`src/rtl/rf_wb_arbiter_pkg.sv`:
```
// ---------------------------------------------------------------------------
// rf_wb_arbiter_pkg
// Shared constants for the register-file write-back arbiter: default
// requester count and data width, the register address width, and the fixed
// requester slot assignments.
// ---------------------------------------------------------------------------
package rf_wb_arbiter_pkg;

  localparam int NREQ_DEF = 4;
  localparam int DW_DEF   = 32;
  localparam int AW       = 5;

  // Requester slot assignments on the req/req_addr/req_data buses
  localparam int REQ_ALU  = 0;
  localparam int REQ_DM   = 1;
  localparam int REQ_CP0  = 2;
  localparam int REQ_LINK = 3;

endpackage

```
`src/rtl/rf_wb_arbiter_rr_pick.sv`:
```
// ---------------------------------------------------------------------------
// rr_pick
// Combinational round-robin selector. It searches upward from ptr+1 (modulo
// NREQ) and returns the first requesting index as a one-hot vector.
//   req  : request vector
//   ptr  : index granted most recently
//   gnt  : one-hot selection, all-zero when req is zero
// ---------------------------------------------------------------------------
module rr_pick
  import rf_wb_arbiter_pkg::*;
#(
  parameter int NREQ = NREQ_DEF,
  parameter int PW   = (NREQ > 1) ? $clog2(NREQ) : 1
) (
  input  logic [NREQ-1:0] req,
  input  logic [PW-1:0]   ptr,
  output logic [NREQ-1:0] gnt
);

  logic [PW-1:0] idx;

  // Scan from the farthest offset down to the nearest one, so the last match
  // written is the requester closest to ptr+1.
  always_comb begin
    gnt = '0;
    idx = '0;
    for (int k = NREQ; k >= 1; k--) begin
      idx = PW'((int'(ptr) + k) % NREQ);
      if (req[idx]) begin
        gnt      = '0;
        gnt[idx] = 1'b1;
      end
    end
  end

endmodule

```
`src/rtl/rf_wb_arbiter.sv`:
```
// ---------------------------------------------------------------------------
// rf_wb_arbiter
// Arbitrates NREQ write-back requesters onto the single register-file write
// port, with a one-cycle registered write, and flags read operands that have
// a write requested or in flight.
//   clk, reset          : clock, asynchronous active-high reset
//   req                 : per-requester write request
//   req_addr, req_data  : per-requester destination register and data
//   wb_stall            : write port unavailable, blocks new grants
//   gnt                 : one-hot grant (combinational)
//   wb_we/addr/data     : registered write to the register file
//   rs, rt              : read addresses being decoded
//   rs/rt_pending       : a write to rs/rt is requested or in flight
// ---------------------------------------------------------------------------
module rf_wb_arbiter
  import rf_wb_arbiter_pkg::*;
#(
  parameter int NREQ = NREQ_DEF,
  parameter int DW   = DW_DEF
) (
  input  logic               clk,
  input  logic               reset,
  input  logic [NREQ-1:0]    req,
  input  logic [AW*NREQ-1:0] req_addr,
  input  logic [DW*NREQ-1:0] req_data,
  input  logic               wb_stall,
  output logic [NREQ-1:0]    gnt,
  output logic               wb_we,
  output logic [AW-1:0]      wb_addr,
  output logic [DW-1:0]      wb_data,
  input  logic [AW-1:0]      rs,
  input  logic [AW-1:0]      rt,
  output logic               rs_pending,
  output logic               rt_pending
);

  localparam int PW = (NREQ > 1) ? $clog2(NREQ) : 1;

  logic [PW-1:0]   ptr;
  logic [PW-1:0]   gnt_idx;
  logic [NREQ-1:0] pick;
  logic            gnt_any;
  logic [AW-1:0]   sel_addr;
  logic [DW-1:0]   sel_data;
  logic            rs_req_hit;
  logic            rt_req_hit;

  rr_pick #(
    .NREQ (NREQ),
    .PW   (PW)
  ) u_rr_pick (
    .req (req),
    .ptr (ptr),
    .gnt (pick)
  );

  assign gnt     = (reset || wb_stall) ? '0 : pick;
  assign gnt_any = |gnt;

  always_comb begin
    gnt_idx  = '0;
    sel_addr = '0;
    sel_data = '0;
    for (int i = 0; i < NREQ; i++) begin
      if (gnt[i]) begin
        gnt_idx  = PW'(i);
        sel_addr = req_addr[AW*i +: AW];
        sel_data = req_data[DW*i +: DW];
      end
    end
  end

  // A grant to r0 is consumed (ptr advances, address/data load) but never
  // produces a write strobe.
  always_ff @(posedge clk or posedge reset) begin
    if (reset) begin
      ptr     <= PW'(NREQ - 1);
      wb_we   <= 1'b0;
      wb_addr <= '0;
      wb_data <= '0;
    end else begin
      wb_we <= gnt_any && (sel_addr != '0);
      if (gnt_any) begin
        ptr     <= gnt_idx;
        wb_addr <= sel_addr;
        wb_data <= sel_data;
      end
    end
  end

  always_comb begin
    rs_req_hit = 1'b0;
    rt_req_hit = 1'b0;
    for (int i = 0; i < NREQ; i++) begin
      if (req[i] && (req_addr[AW*i +: AW] == rs)) rs_req_hit = 1'b1;
      if (req[i] && (req_addr[AW*i +: AW] == rt)) rt_req_hit = 1'b1;
    end
  end

  assign rs_pending = (rs != '0) && (rs_req_hit || (wb_we && (wb_addr == rs)));
  assign rt_pending = (rt != '0) && (rt_req_hit || (wb_we && (wb_addr == rt)));

endmodule

```
`config.mk`:
```
export PLATFORM = sky130hd
export DESIGN_NAME = rf_wb_arbiter
export DESIGN_NICKNAME = d
export VERILOG_FILES = /design/src/rtl/rf_wb_arbiter_pkg.sv /design/src/rtl/rf_wb_arbiter_rr_pick.sv /design/src/rtl/rf_wb_arbiter.sv
export SDC_FILE = /design/constraint.sdc
export NUM_CORES = 1
export LEC_CHECK = 0
export BUFFER_PORTS_ARGS = -buffer_cell sky130_fd_sc_hd__buf_2
export CORE_MARGIN = 4
export CORE_UTILIZATION = 49
export CTS_BUF_LIST = sky130_fd_sc_hd__clkbuf_4 sky130_fd_sc_hd__clkbuf_8
export DETAILED_ROUTE_END_ITERATION = 8
export PLACE_DENSITY = 0.95
export SYNTH_ARGS = -nofsm -noshare
export SYNTH_HDL_FRONTEND = slang
export SYNTH_SLANG_ARGS = --single-unit
export TNS_END_PERCENT = 50
```
`constraint.sdc`:
```
create_clock -name clk -period 7.2 [get_ports clk]
set_clock_uncertainty 0.1 [all_clocks]
set_input_delay 1.08 -clock clk [delete_from_list [all_inputs] [get_ports clk]]
set_output_delay 1.08 -clock clk [all_outputs]
set_load 0.02 [all_outputs]
```
# --- After elaboration in Yosys (flattened, before gate mapping) ---
# Index checks and enable logic that the tools add are counted.
totals:
  reg_bits: 40
  latch_bits: 0
  ram_bits: 0
  rom_bits: 0
  memories: 0
op_classes:
  n_addsub: 4
  multipliers: 0
  div_mod_pow: 0
  magnitude_cmp: 8
  eq_ne: 10
  shift: 0
  mux: 40
  n_bitwise: 0
  reduce_logical: 24
ops:
  columns: ["cell", "count"]
  rows:
  - ["$mux 32", 4]
  - ["$eq 5x5->1", 10]
  - ["$mux 4", 5]
  - ["$mux 5", 4]
  - ["$logic_and 1x1->1", 17]
  - ["$mux 1", 17]
  - ["$reduce_bool 5->1", 3]
  - ["$lt 2x3->1 const B", 4]
  - ["$bmux 1 s2", 4]
  - ["$demux 1 s2", 4]
  - ["$ge 2x1->1 const B", 4]
  - ["$add 2x1->2 const B", 2]
  - ["$add 2x2->2 const B", 2]
  - ["$mux 2", 2]
  - ["$reduce_or 4->1", 1]
  - ["$logic_or 1x1->1", 3]

# --- Longest topological paths before layout ---
# Gate-level depths: netlist (run 1).
logic_depth:
  word_depth: 16
  ltp_mapped: 13

# --- Hierarchy ---
# A second synthesis (run 1) with hierarchy kept.
hier_totals:
  cells_unflattened: 367
  hier_area_um2: 3241.9
modules_own_cells:
  columns: ["module", "n_inst", "cells_each", "area_each_um2", "seq_area_each_um2"]
  rows:
  - ["rf_wb_arbiter", 1, 323, 2874.0, 1003.5]
  - ["rr_pick", 1, 44, 367.9, 0.0]

# --- Worst setup path after synthesis (run 1) ---
# OpenSTA, ideal clock, no wires.
synth_timing:
  path_type: "register to output"
  startpoint: "register ptr[1]"
  endpoint: "output gnt[3]"
  arrival_ps: 3026
  setup_slack_ps: 2994
  path_stages_with_launch: 10
  cell_sequence: "dfstp_2 > clkbuf_1 > inv_1 > ha_1 > mux2_2 > mux2i_1 > a2111oi_2 > o41ai_4 > clkbuf_1 > buf_2"
synth_via:
  elab_chain_len: 10
  word_cells_on_any_way: 37
  cone_classes: "add/sub (4); order compare (8); mux (21); reduce/logical (4)"
synth_rtl:
  columns: ["element", "line", "rtl"]
  rows:
  - ["start: declaration", "rf_wb_arbiter.sv:39", "logic [PW-1:0] ptr;"]
  - ["start signal: assignment", "rf_wb_arbiter.sv:77", "ptr <= PW'(NREQ - 1);"]
  - ["start signal: assignment", "rf_wb_arbiter.sv:84", "ptr <= gnt_idx;"]
  - ["$add 2x1->2", "rf_wb_arbiter_rr_pick.sv:28", "idx = PW'((int'(ptr) + k) % NREQ);"]
  - ["$lt 2x3->1 (implied by the code) / $ge 2x1->1 (equally long branches)", "rf_wb_arbiter_rr_pick.sv:31", "gnt[idx] = 1'b1;"]
  - ["$logic_and 1x1->1 (implied by the code)", "rf_wb_arbiter_rr_pick.sv:31", null]
  - ["$mux 1 (implied by the code)", "rf_wb_arbiter_rr_pick.sv:31", null]
  - ["$demux 1 s2", null, null]
  - ["$mux 4 (3 in a row)", "rf_wb_arbiter_rr_pick.sv:29", "if (req[idx]) begin"]
  - ["$mux 4 *", "rf_wb_arbiter_rr_pick.sv:29", null]
  - ["$mux 4 *", "rf_wb_arbiter.sv:57", "assign gnt = (reset || wb_stall) ? '0 : pick;"]
  - ["end: declaration", "rf_wb_arbiter.sv:27", "output logic [NREQ-1:0] gnt,"]
# Every way passes the cells marked *; elsewhere a longest branch is shown, timed or not. The select of a mux whose other input is x is not followed.

# --- Final worst setup path (run 1) ---
layout_timing:
  startpoint: "register ptr[0]"
  endpoint: "output gnt[3]"
# Same word-level chain as after synthesis.

==> results.yml, run 1 <==
run_status:
  outcome: "finished clean"
synth:
  synth-warning-count: 0
  synth_area_sq_mm: 0.00358
  seq_area_frac_synth_pct: 28.0
  netlist_instances: 387
  ys_types: 56
  async_flop_share_pct: 100
  synth_enable_flop_cells: 0
  synth.area.top_cells: "sky130_fd_sc_hd__dfrtp_1 (27%), sky130_fd_sc_hd__xor2_1 (9.8%), sky130_fd_sc_hd__a221oi_1 (8.1%)"
  synthesis.area_per_instance_sq_um: 9.25
  synth_nets: 558
  postSynth.topFlopCell: "sky130_fd_sc_hd__dfrtp_1"
  netlist.top_cell.by_area: "sky130_fd_sc_hd__dfrtp_1"
  ys_ff_latch: 40
  netlist.area_leader.share_pct: 26.6
cts:
  cts_hold_buf: 0
  longest_clk_path_bufs: 2
  clock_sinks: 40
  root_buffer: "sky130_fd_sc_hd__clkbuf_8"
  cts.repair.resized: 0
  cts_tree: "built"
  cts_setup_buffers: 0
  clk_pin_slew_worst_paths_ns: 0.08
  numCtsBuffers: 5
  cts-htree-levels: 2
  worstSkewPairLatency_ns: 0.28
die:
  chipHeight_um: 93.5
  chipWidth_um: 93.5
  floorplan.core_area_sq_mm: 0.00694
  starting_utilization_of_the_core_area_pct: 51.6
  io_pins: 209
  std_cell_rows: 30
  fp.dieArea_sq_mm: 0.00874
finish:
  layout.cells.most_common: "sky130_fd_sc_hd__buf_2"
  combined_area_of_the_multi_input_logic_cells_sq_mm: 0.00234
  area.growth.synth_to_final_pct: 30.8
  drive_gt1_share_pct: 45.8
  finish.net_count: 738
  fillerInstances: 573
  post-route-util_pct: 67.5
  final-seq-area_sq_mm: 0.00100
  most-common-layout-cells: "sky130_fd_sc_hd__buf_2 (208), sky130_fd_sc_hd__xor2_1 (40), sky130_fd_sc_hd__nor2_1 (38), sky130_fd_sc_hd__dfrtp_1 (38), sky130_fd_sc_hd__a221oi_1 (33)"
  finalNonFillerCells: 664
  num_antenna_cells: 0
drt:
  initialDrtViolationCount: 248
  route.detailed.vias_per_inst: 6.26
  drt-pass1-iter-count: 7
  routed-via-count: 4154
  drt-wirelength-per-cell_um: 19.0
  finalWirelength_um: 12600
  antenna_left: 0
  remaining_drc_errors: 0
sta:
  finalSetupViolCount: 0
  timing.max_slew.rel_slack_pct: 9.27
  timing_max_transition_violations_final: 0
  layout_setup_ws_ns: 2.15
  final.period_utilization_pct: 70.1
  finalSetupTns_ns: 0
  layout_min_cycle_time_ns: 5.05
  highest_achievable_clock_rate_ghz: 0.198
  worstMarginPinSlew_ns: 1.36
  hold_violations: 0
  grt_setup_unrepaired: "false"
worst_setup_path:
  timing.critical_path.cells: "inv_1 > ha_1 > mux2_2 > mux2i_1 > a2111oi_2 > o41ai_4 > buf_4 > buf_2"
  critical_path_peak_fanout: 80
  cp_data_required_time_ns: 6.02
  critPathSlowestCell: "sky130_fd_sc_hd__buf_4"
  category_of_the_worst_setup_path_launch_point: "register"
  max_incr_delay_on_cp_ns: 0.72
  cp-end-kind: "output port"
  timing.setup.critical_path_class: "reg2out"
  cp_data_arrival_time_ns: 3.87
placement:
  routabilityCongestion: 0.956
  dp.cells: 656
  io_buffer_count: 208
  dp_hpwl_um: 9640
  place_worst_setup_slack_ns: 2.49
grt:
  grt_pass1_vias: 4136
  groute.usage.overall_pct: 27.4
  grt_antenna_before_repair: 0
  wire_length_of_the_first_global_routing_pass_um: 19500
  grt.overflow.total: 0
  pin_count_of_the_biggest_net_entering_global_routing: 81
power:
  vdd_ir_drop_max_mv: 0.220
  power.density_mw_per_mm2: 416
  pnr_total_power_uw: 1950
  power.leakage_uw: 0.00225
run:
  max-cap-violations: 0
hold_path:
  timing.hold.worst.class: "reg2reg"
-- final timing paths --
kind | from | endpoint | slack (ns) | cells past startpoint
worst max-delay path | ptr[0] | gnt[3] | 2.15 | 8
worst min register to register | wb_data[3] | wb_data[3] | 0.40 | 2
worst max register to register | ptr[0] | wb_data[0] | 2.40 | 11
max in group asynchronous | reset | wb_data[15] | 5.60 | 2
min in group asynchronous | reset | wb_data[23] | 0.86 | 2
worst min-delay path | wb_data[3] | wb_data[3] | 0.40 | 2
-- metrics by stage --
step | area [sq um] | hold slack, ns
after floorplan | 3580 | 0.504
after global placement | 4570 | 0.385
after detailed placement | 4570 | 0.392
after CTS | 4680 | 0.411
after global routing | 4680 | 0.421
final | 4680 | 0.405
-- worst max-delay path: cells and delay by family (launching register included) --
kind | cells | cell delay [ns]
AOI/OAI and AO/OA | 2 | 0.51
muxes | 2 | 0.65
DFF | 1 | 0.70
adders and majority gates | 1 | 0.43
buffers and inverters | 3 | 1.23
-- final cells by class --
type / count / area share (%)
clock buffer: 6 / 1.63
clock inverter: 2 / 0.748
inverter: 10 / 0.855
multi-input combinational: 298 / 49.9
sequential: 40 / 21.4
tap: 96 / 2.56
timing repair buffer: 212 / 22.9
-- state kept, by name, summed over array words and instances, names as in the netlist --
| signal | flops |
|---|---|
| wb_addr | 5 |
| wb_we | 1 |
| ptr | 2 |
| wb_data | 32 |
-- cell usage after synthesis (8+ instances only) --
cell type,instances
sky130_fd_sc_hd__nand2_1,17
sky130_fd_sc_hd__a221oi_1,33
sky130_fd_sc_hd__a22oi_1,11
sky130_fd_sc_hd__dfrtp_1,38
sky130_fd_sc_hd__clkbuf_1,22
sky130_fd_sc_hd__o31ai_1,32
sky130_fd_sc_hd__nor2_1,39
sky130_fd_sc_hd__xnor2_1,10
sky130_fd_sc_hd__inv_1,8
sky130_fd_sc_hd__nor4_1,10
sky130_fd_sc_hd__a22oi_2,20
sky130_fd_sc_hd__nand3_1,8
sky130_fd_sc_hd__xor2_1,40
-- metal layers --
| metal | share of wire (%) | routed length [um] | up-vias | GRT usage (%) |
|---|---|---|---|---|
| met5 | 0 | 0 | - | 0 |
| met4 | 3.4 | 424 | 0 | 13.3 |
| met3 | 8.9 | 1130 | 40 | 4.75 |
| met2 | 52 | 6530 | 285 | 48.3 |
| met1 | 36 | 4560 | 1989 | 31.8 |
| li1 | - | - | 1840 | - |
-- cell families after synthesis --
kind of cell	count (synthesis)	synth area share, %
compound gates	133	32.1
flops	40	28.0
simple gates	95	13.2
fa+ha+maj	6	2.10
xor+xnor	50	12.2
mux	14	5.59
buf+inv	49	6.74
-- power by group --
part / internal, uW / switching, uW / leakage (uW) / total [uW]
sequential: 358 / 106 / 0.000481 / 464
combinational: 526 / 776 / 0.00171 / 1300
clock: 107 / 78.5 / 0.0000586 / 185
Power figures use the tool's default switching activity.
==> inputs of run 2 (changes only) <==
- ABC_AREA: not set -> 1
- CORE_UTILIZATION: 49 -> 46
- clock period: 7.2 -> 5.1 ns (I/O delays scaled with it)
==> results.yml, run 2 <==
sta:
  worstMarginPinSlew_ns: 0.827
  finalSetupViolCount: 0
  finalSetupTns_ns: 0
  layout_min_cycle_time_ns: 3.70
  final.period_utilization_pct: 72.5
  timing.max_slew.rel_slack_pct: 44.7
  grt_setup_unrepaired: "false"
  hold_violations: 0
  timing_max_transition_violations_final: 0
  highest_achievable_clock_rate_ghz: 0.271
placement:
  dp_hpwl_um: 10000
  io_buffer_count: 208
  routabilityCongestion: 1.02
die:
  fp.dieArea_sq_mm: 0.00957
  io_pins: 209
  chipWidth_um: 97.8
  std_cell_rows: 32
  starting_utilization_of_the_core_area_pct: 47.8
  floorplan.core_area_sq_mm: 0.00777
  chipHeight_um: 97.8
cts:
  worstSkewPairLatency_ns: 0.28
  root_buffer: "sky130_fd_sc_hd__clkbuf_8"
  numCtsBuffers: 5
  cts_hold_buf: 0
  longest_clk_path_bufs: 2
  clk_pin_slew_worst_paths_ns: 0.07
  cts.repair.resized: 0
  clock_sinks: 40
  cts-htree-levels: 2
  cts_setup_buffers: 0
  cts_tree: "built"
finish:
  most-common-layout-cells: "sky130_fd_sc_hd__buf_2 (208), sky130_fd_sc_hd__nand2_1 (171), sky130_fd_sc_hd__nand3_1 (118)"
  layout.cells.most_common: "sky130_fd_sc_hd__buf_2"
  largest-register: "wb_data"
  top_regs: "wb_data x32, wb_addr x5, ptr x2"
  combined_area_of_the_multi_input_logic_cells_sq_mm: 0.00231
  finish.net_count: 921
  fillerInstances: 745
  final-seq-area_sq_mm: 0.00100
  largest_register_ff_count: 32
  post-route-util_pct: 61.6
  num_antenna_cells: 0
  drive_gt1_share_pct: 32.1
  area.growth.synth_to_final_pct: 29.0
synth:
  async_flop_share_pct: 100
  netlist.area_leader.share_pct: 25.6
  synth.area.top_cells: "sky130_fd_sc_hd__dfrtp_1 (26%), sky130_fd_sc_hd__nand2_1 (17%), sky130_fd_sc_hd__nand3_1 (16%)"
  netlist_instances: 565
  synth_area_sq_mm: 0.00371
  synth-warning-count: 0
  ys_ff_latch: 40
  postSynth.topFlopCell: "sky130_fd_sc_hd__dfrtp_1"
  synth_nets: 736
  seq_area_frac_synth_pct: 27.0
  synth_top_cells_by_count: "sky130_fd_sc_hd__nand2_1 (171), sky130_fd_sc_hd__nand3_1 (118), sky130_fd_sc_hd__inv_1 (44)"
  yosysMostFrequentCell: "sky130_fd_sc_hd__nand2_1"
  netlist.top_cell.by_area: "sky130_fd_sc_hd__dfrtp_1"
  synth_enable_flop_cells: 0
  ys_types: 39
  synthesis.area_per_instance_sq_um: 6.57
worst_setup_path:
  cp-end-kind: "output port"
  category_of_the_worst_setup_path_launch_point: "register"
  cp_data_arrival_time_ns: 2.83
  timing.setup.critical_path_class: "reg2out"
  cp_data_required_time_ns: 4.24
  critical_path_peak_fanout: 41
drt:
  drt-pass1-iter-count: 6
  initialDrtViolationCount: 343
  finalWirelength_um: 13000
  antenna_left: 0
  drt-wirelength-per-cell_um: 15.2
  remaining_drc_errors: 0
  routed-via-count: 4787
  route.detailed.vias_per_inst: 5.62
hold_path:
  timing.hold.worst.class: "reg2reg"
run:
  max-cap-violations: 0
grt:
  pin_count_of_the_biggest_net_entering_global_routing: 56
  grt_antenna_before_repair: 0
  groute.usage.overall_pct: 25.7
  wire_length_of_the_first_global_routing_pass_um: 20700
  grt_pass1_vias: 4391
  grt.overflow.total: 0
power:
  power.density_mw_per_mm2: 606
  power.leakage_uw: 0.00266
  vdd_ir_drop_max_mv: 0.441
run_status:
  outcome: "finished clean"
==> run 2: cell types whose count changed after synthesis, sizes merged, moves of 32 or more <==
cell	previous run	this run
o31ai	32	0
nand2	17	179
nand3	9	121
inv	10	50
nor2	39	6
==> run 2: final timing paths <==
check / start / end / slack, ns / depth (start not counted)
setup / recovery: ptr[0] / gnt[1] / 1.40 / 11
hold / removal: wb_data[2] / wb_data[2] / 0.38 / 2
setup reg to reg: ptr[0] / ptr[0] / 1.65 / 13
hold reg to reg: wb_data[2] / wb_data[2] / 0.38 / 2
max in group asynchronous: reset / wb_addr[4] / 3.81 / 2
min in group asynchronous: reset / wb_data[17] / 0.55 / 2
==> run 2: layer usage <==
layer / wire (um) / vias up / GRT usage, %
met5: 0 / - / 0
met4: 184 / 0 / 7.45
met3: 1210 / 29 / 4.64
met2: 6480 / 288 / 44.3
met1: 5110 / 2164 / 32.9
li1: - / 2306 / -
==> run 2: where the power goes <==
part	switching [uW]	internal [uW]	total, uW	leakage (uW)
registers	97.5	508	606	0.000480
logic	1390	708	2090	0.00213
clock network	99.7	105	205	0.0000452
total	1580	1320	2900	0.00266
==> run 2: kinds of logic (layout without fill, tap and decap cells) <==
kind of cell | Yosys count | after routing | share of synthesized area [%]
AO/OA/AOI/OAI | 108 | 108 | 18.9
AND/OR/NAND/NOR | 314 | 314 | 38.3
XOR/XNOR | 13 | 13 | 3.07
buffers and inverters | 84 | 269 | 10.7
flip-flops | 40 | 40 | 27.0
adder cells (fa/ha/maj) | 6 | 6 | 2.02
==> run 2: final cells by class <==
| type | count | share of cell area (%) |
|---|---|---|
| clock buffers | 7 | 1.75 |
| inverters | 50 | 3.97 |
| multi-input cells | 441 | 48.3 |
| flip-flops and latches | 40 | 21.0 |
| well taps | 102 | 2.67 |
| repair buffers | 212 | 22.4 |
==> run 2: stage by stage <==
stage	hold slack [ns]	setup WS (ns)	cell area, sq um	total power [uW]	cells
final	0.379	1.40	4790	2900	852
after floorplan	0.485	2.19	3710	2220	565
after detailed placement	0.360	1.66	4700	2690	845
after global routing	0.394	1.11	4790	3170	852
after CTS	0.379	1.40	4790	2900	852
after global placement	0.358	1.72	4700	2650	845
==> run 2: critical path, stage by stage, from the launching register on <==
cell and delay (ns):
sky130_fd_sc_hd__dfstp_2 0.62, sky130_fd_sc_hd__inv_2 0.11, sky130_fd_sc_hd__ha_1 0.35, sky130_fd_sc_hd__inv_1 0.12
sky130_fd_sc_hd__nand3_2 0.12, sky130_fd_sc_hd__nand2_1 0.14, sky130_fd_sc_hd__nand2_1 0.06, sky130_fd_sc_hd__nand3_1 0.06
sky130_fd_sc_hd__nand2_1 0.10, sky130_fd_sc_hd__nand2_2 0.62, sky130_fd_sc_hd__inv_2 0.06, sky130_fd_sc_hd__buf_2 0.18
==> inputs of run 3 (changes only) <==
- ABC_AREA: 1 -> 0
- CORE_UTILIZATION: 46 -> 41
- PLACE_DENSITY: 0.95 -> 0.91
- clock period: 5.1 -> 3 ns (I/O delays scaled with it)
==> results.yml, run 3 (synthesis gave the netlist of run 1 again) <==
run_status:
  outcome: "finished, violations left"
  violations_in_the_final_reports: "setup timing"
drt:
  wl_met2_um: 7870
  drt-wirelength-per-cell_um: 21.0
  remaining_drc_errors: 0
  wl_met3_um: 1310
  antenna_left: 0
  highest-signal-layer: "met5"
  wl_met1_um: 5670
  drt-pass1-iter-count: 5
  routed-via-count: 4476
  initialDrtViolationCount: 211
  finalWirelength_um: 15600
  route.detailed.vias_per_inst: 6.04
placement:
  dp.cells: 700
  place_worst_setup_slack_ns: -0.644
  io_buffer_count: 208
  dp_hpwl_um: 11100
  routabilityCongestion: 0.941
finish:
  area.growth.synth_to_final_pct: 60.5
  post-route-util_pct: 68.9
  largest_register_ff_count: 32
  top_regs: "wb_data x32, wb_addr x5, ptr x2"
  layout.cells.most_common: "sky130_fd_sc_hd__buf_2"
  most-common-layout-cells: "sky130_fd_sc_hd__buf_2 (204), sky130_fd_sc_hd__buf_4 (46), sky130_fd_sc_hd__xor2_1 (40)"
  largest-register: "wb_data"
  finish.net_count: 805
  drive_gt1_share_pct: 58.7
  finalNonFillerCells: 741
power:
  power.density_mw_per_mm2: 1100
  power.leakage_uw: 0.00272
  pnr_total_power_uw: 6310
  vdd_ir_drop_max_mv: 0.616
grt:
  grt.overflow.total: 0
  wire_length_of_the_first_global_routing_pass_um: 22700
  grt_pass1_vias: 4528
  groute.usage.overall_pct: 27.9
  grt_antenna_before_repair: 2
  pin_count_of_the_biggest_net_entering_global_routing: 39
worst_setup_path:
  internal_reg_to_reg_setup_slack_ns: -0.29
  critPathSlowestCell: "sky130_fd_sc_hd__dfstp_2"
  cp_data_arrival_time_ns: 2.77
  cp_data_required_time_ns: 2.45
  timing.setup.critical_path_class: "reg2out"
  category_of_the_worst_setup_path_launch_point: "register"
  timing.critical_path.buf_inv: 5
  top_delay_family_on_crit_path: "flip-flops"
  critical_path_peak_fanout: 3
  max_incr_delay_on_cp_ns: 0.57
  timing.critical_path.cells: "inv_2 > ha_4 > mux4_2 > a211o_1 > a31o_1 > nand3_4 > buf_6 > inv_4 > buf_6 > buf_6"
  crit_path_frequent_cell: "sky130_fd_sc_hd__buf_6"
  cp-end-kind: "output port"
sta:
  finalSetupViolCount: 42
  timing.max_slew.rel_slack_pct: 35.5
  layout_min_cycle_time_ns: 3.32
  timing_max_transition_violations_final: 0
  final.period_utilization_pct: 111
  highest_achievable_clock_rate_ghz: 0.301
  layout_setup_ws_ns: -0.325
  hold_violations: 0
  worstMarginPinSlew_ns: 0.961
  grt_setup_unrepaired: "true"
die:
  floorplan.core_area_sq_mm: 0.00834
  chipHeight_um: 101
  io_pins: 209
  starting_utilization_of_the_core_area_pct: 42.9
  chipWidth_um: 101
  std_cell_rows: 33
  fp.dieArea_sq_mm: 0.0103
cts:
  root_buffer: "sky130_fd_sc_hd__clkbuf_8"
  clock_sinks: 40
  numCtsBuffers: 5
  worstSkewPairLatency_ns: 0.29
  cts_tree: "built"
  clk_pin_slew_worst_paths_ns: 0.08
  cts_hold_buf: 0
  longest_clk_path_bufs: 2
  cts-htree-levels: 2
hold_path:
  timing.hold.worst.class: "in2async"
run:
  max-cap-violations: 0
==> run 3: cell count changes in the layout (fill, tap and decap cells not counted), moves of 14 or more <==
cell	delta
sky130_fd_sc_hd__buf_4	+42
sky130_fd_sc_hd__o211ai_1	-27
sky130_fd_sc_hd__a21oi_1	-22
sky130_fd_sc_hd__a221oi_2	+14
sky130_fd_sc_hd__nand2_1	-155
sky130_fd_sc_hd__o31ai_1	+22
sky130_fd_sc_hd__xor2_1	+30
sky130_fd_sc_hd__a22oi_2	+29
sky130_fd_sc_hd__o22ai_1	-18
sky130_fd_sc_hd__buf_6	+15
sky130_fd_sc_hd__nand3_1	-110
sky130_fd_sc_hd__nor2_1	+33
sky130_fd_sc_hd__inv_1	-39
==> run 3: routing by layer <==
layer  vias up  global-route usage, %
met1      2170                   32.3
met5         -                      0
li1       1976                      -
met4         2                   13.3
met2       269                   49.2
met3        59                   5.51
==> run 3: path summary, 6_finish.rpt <==
kind,startpoint,to,cells after the start
worst max-delay path,ptr[0],gnt[0],10
worst min-delay path,reset,wb_data[4],2
worst max register to register,ptr[0],wb_addr[4],13
worst min register to register,wb_data[0],wb_data[0],2
max in group asynchronous,reset,wb_data[14],3
min in group clk,req_data[121],wb_data[25],3
==> run 3: where the power goes <==
| part | switching, uW | internal (uW) |
|---|---|---|
| Sequential | 246 | 856 |
| Combinational | 2430 | 2300 |
| Clock | 192 | 294 |
==> run 3: cell type report <==
class | count | area (sq um)
antenna | 1 | 2.50
inverter | 10 | 42.5
multi-input combinational | 299 | 2650
fill | 631 | 2590
sequential | 40 | 1000
timing repair buffer | 278 | 1790
tap | 105 | 131
clock buffer | 7 | 96.3
clock inverter | 1 | 30.0
==> run 3: metrics by stage <==
stage / hold slack, ns / TNS (ns) / cell area (sq um)
floorplan: 0.473 / -10.48 / 3610
finish: 0.181 / -8.56 / 5750
CTS: 0.195 / -6.57 / 5350
detailed placement: 0.390 / -21.68 / 4880
global placement: 0.386 / -17.49 / 4880
global route: 0.233 / -13.83 / 5750
==> run 3: repair_timing <==
item,4_1_cts,5_1_grt
endpoints found under the setup margin,44,44
resized for setup,42,55
buffers inserted,18,11
cloned,2,2
pin swaps,4,15
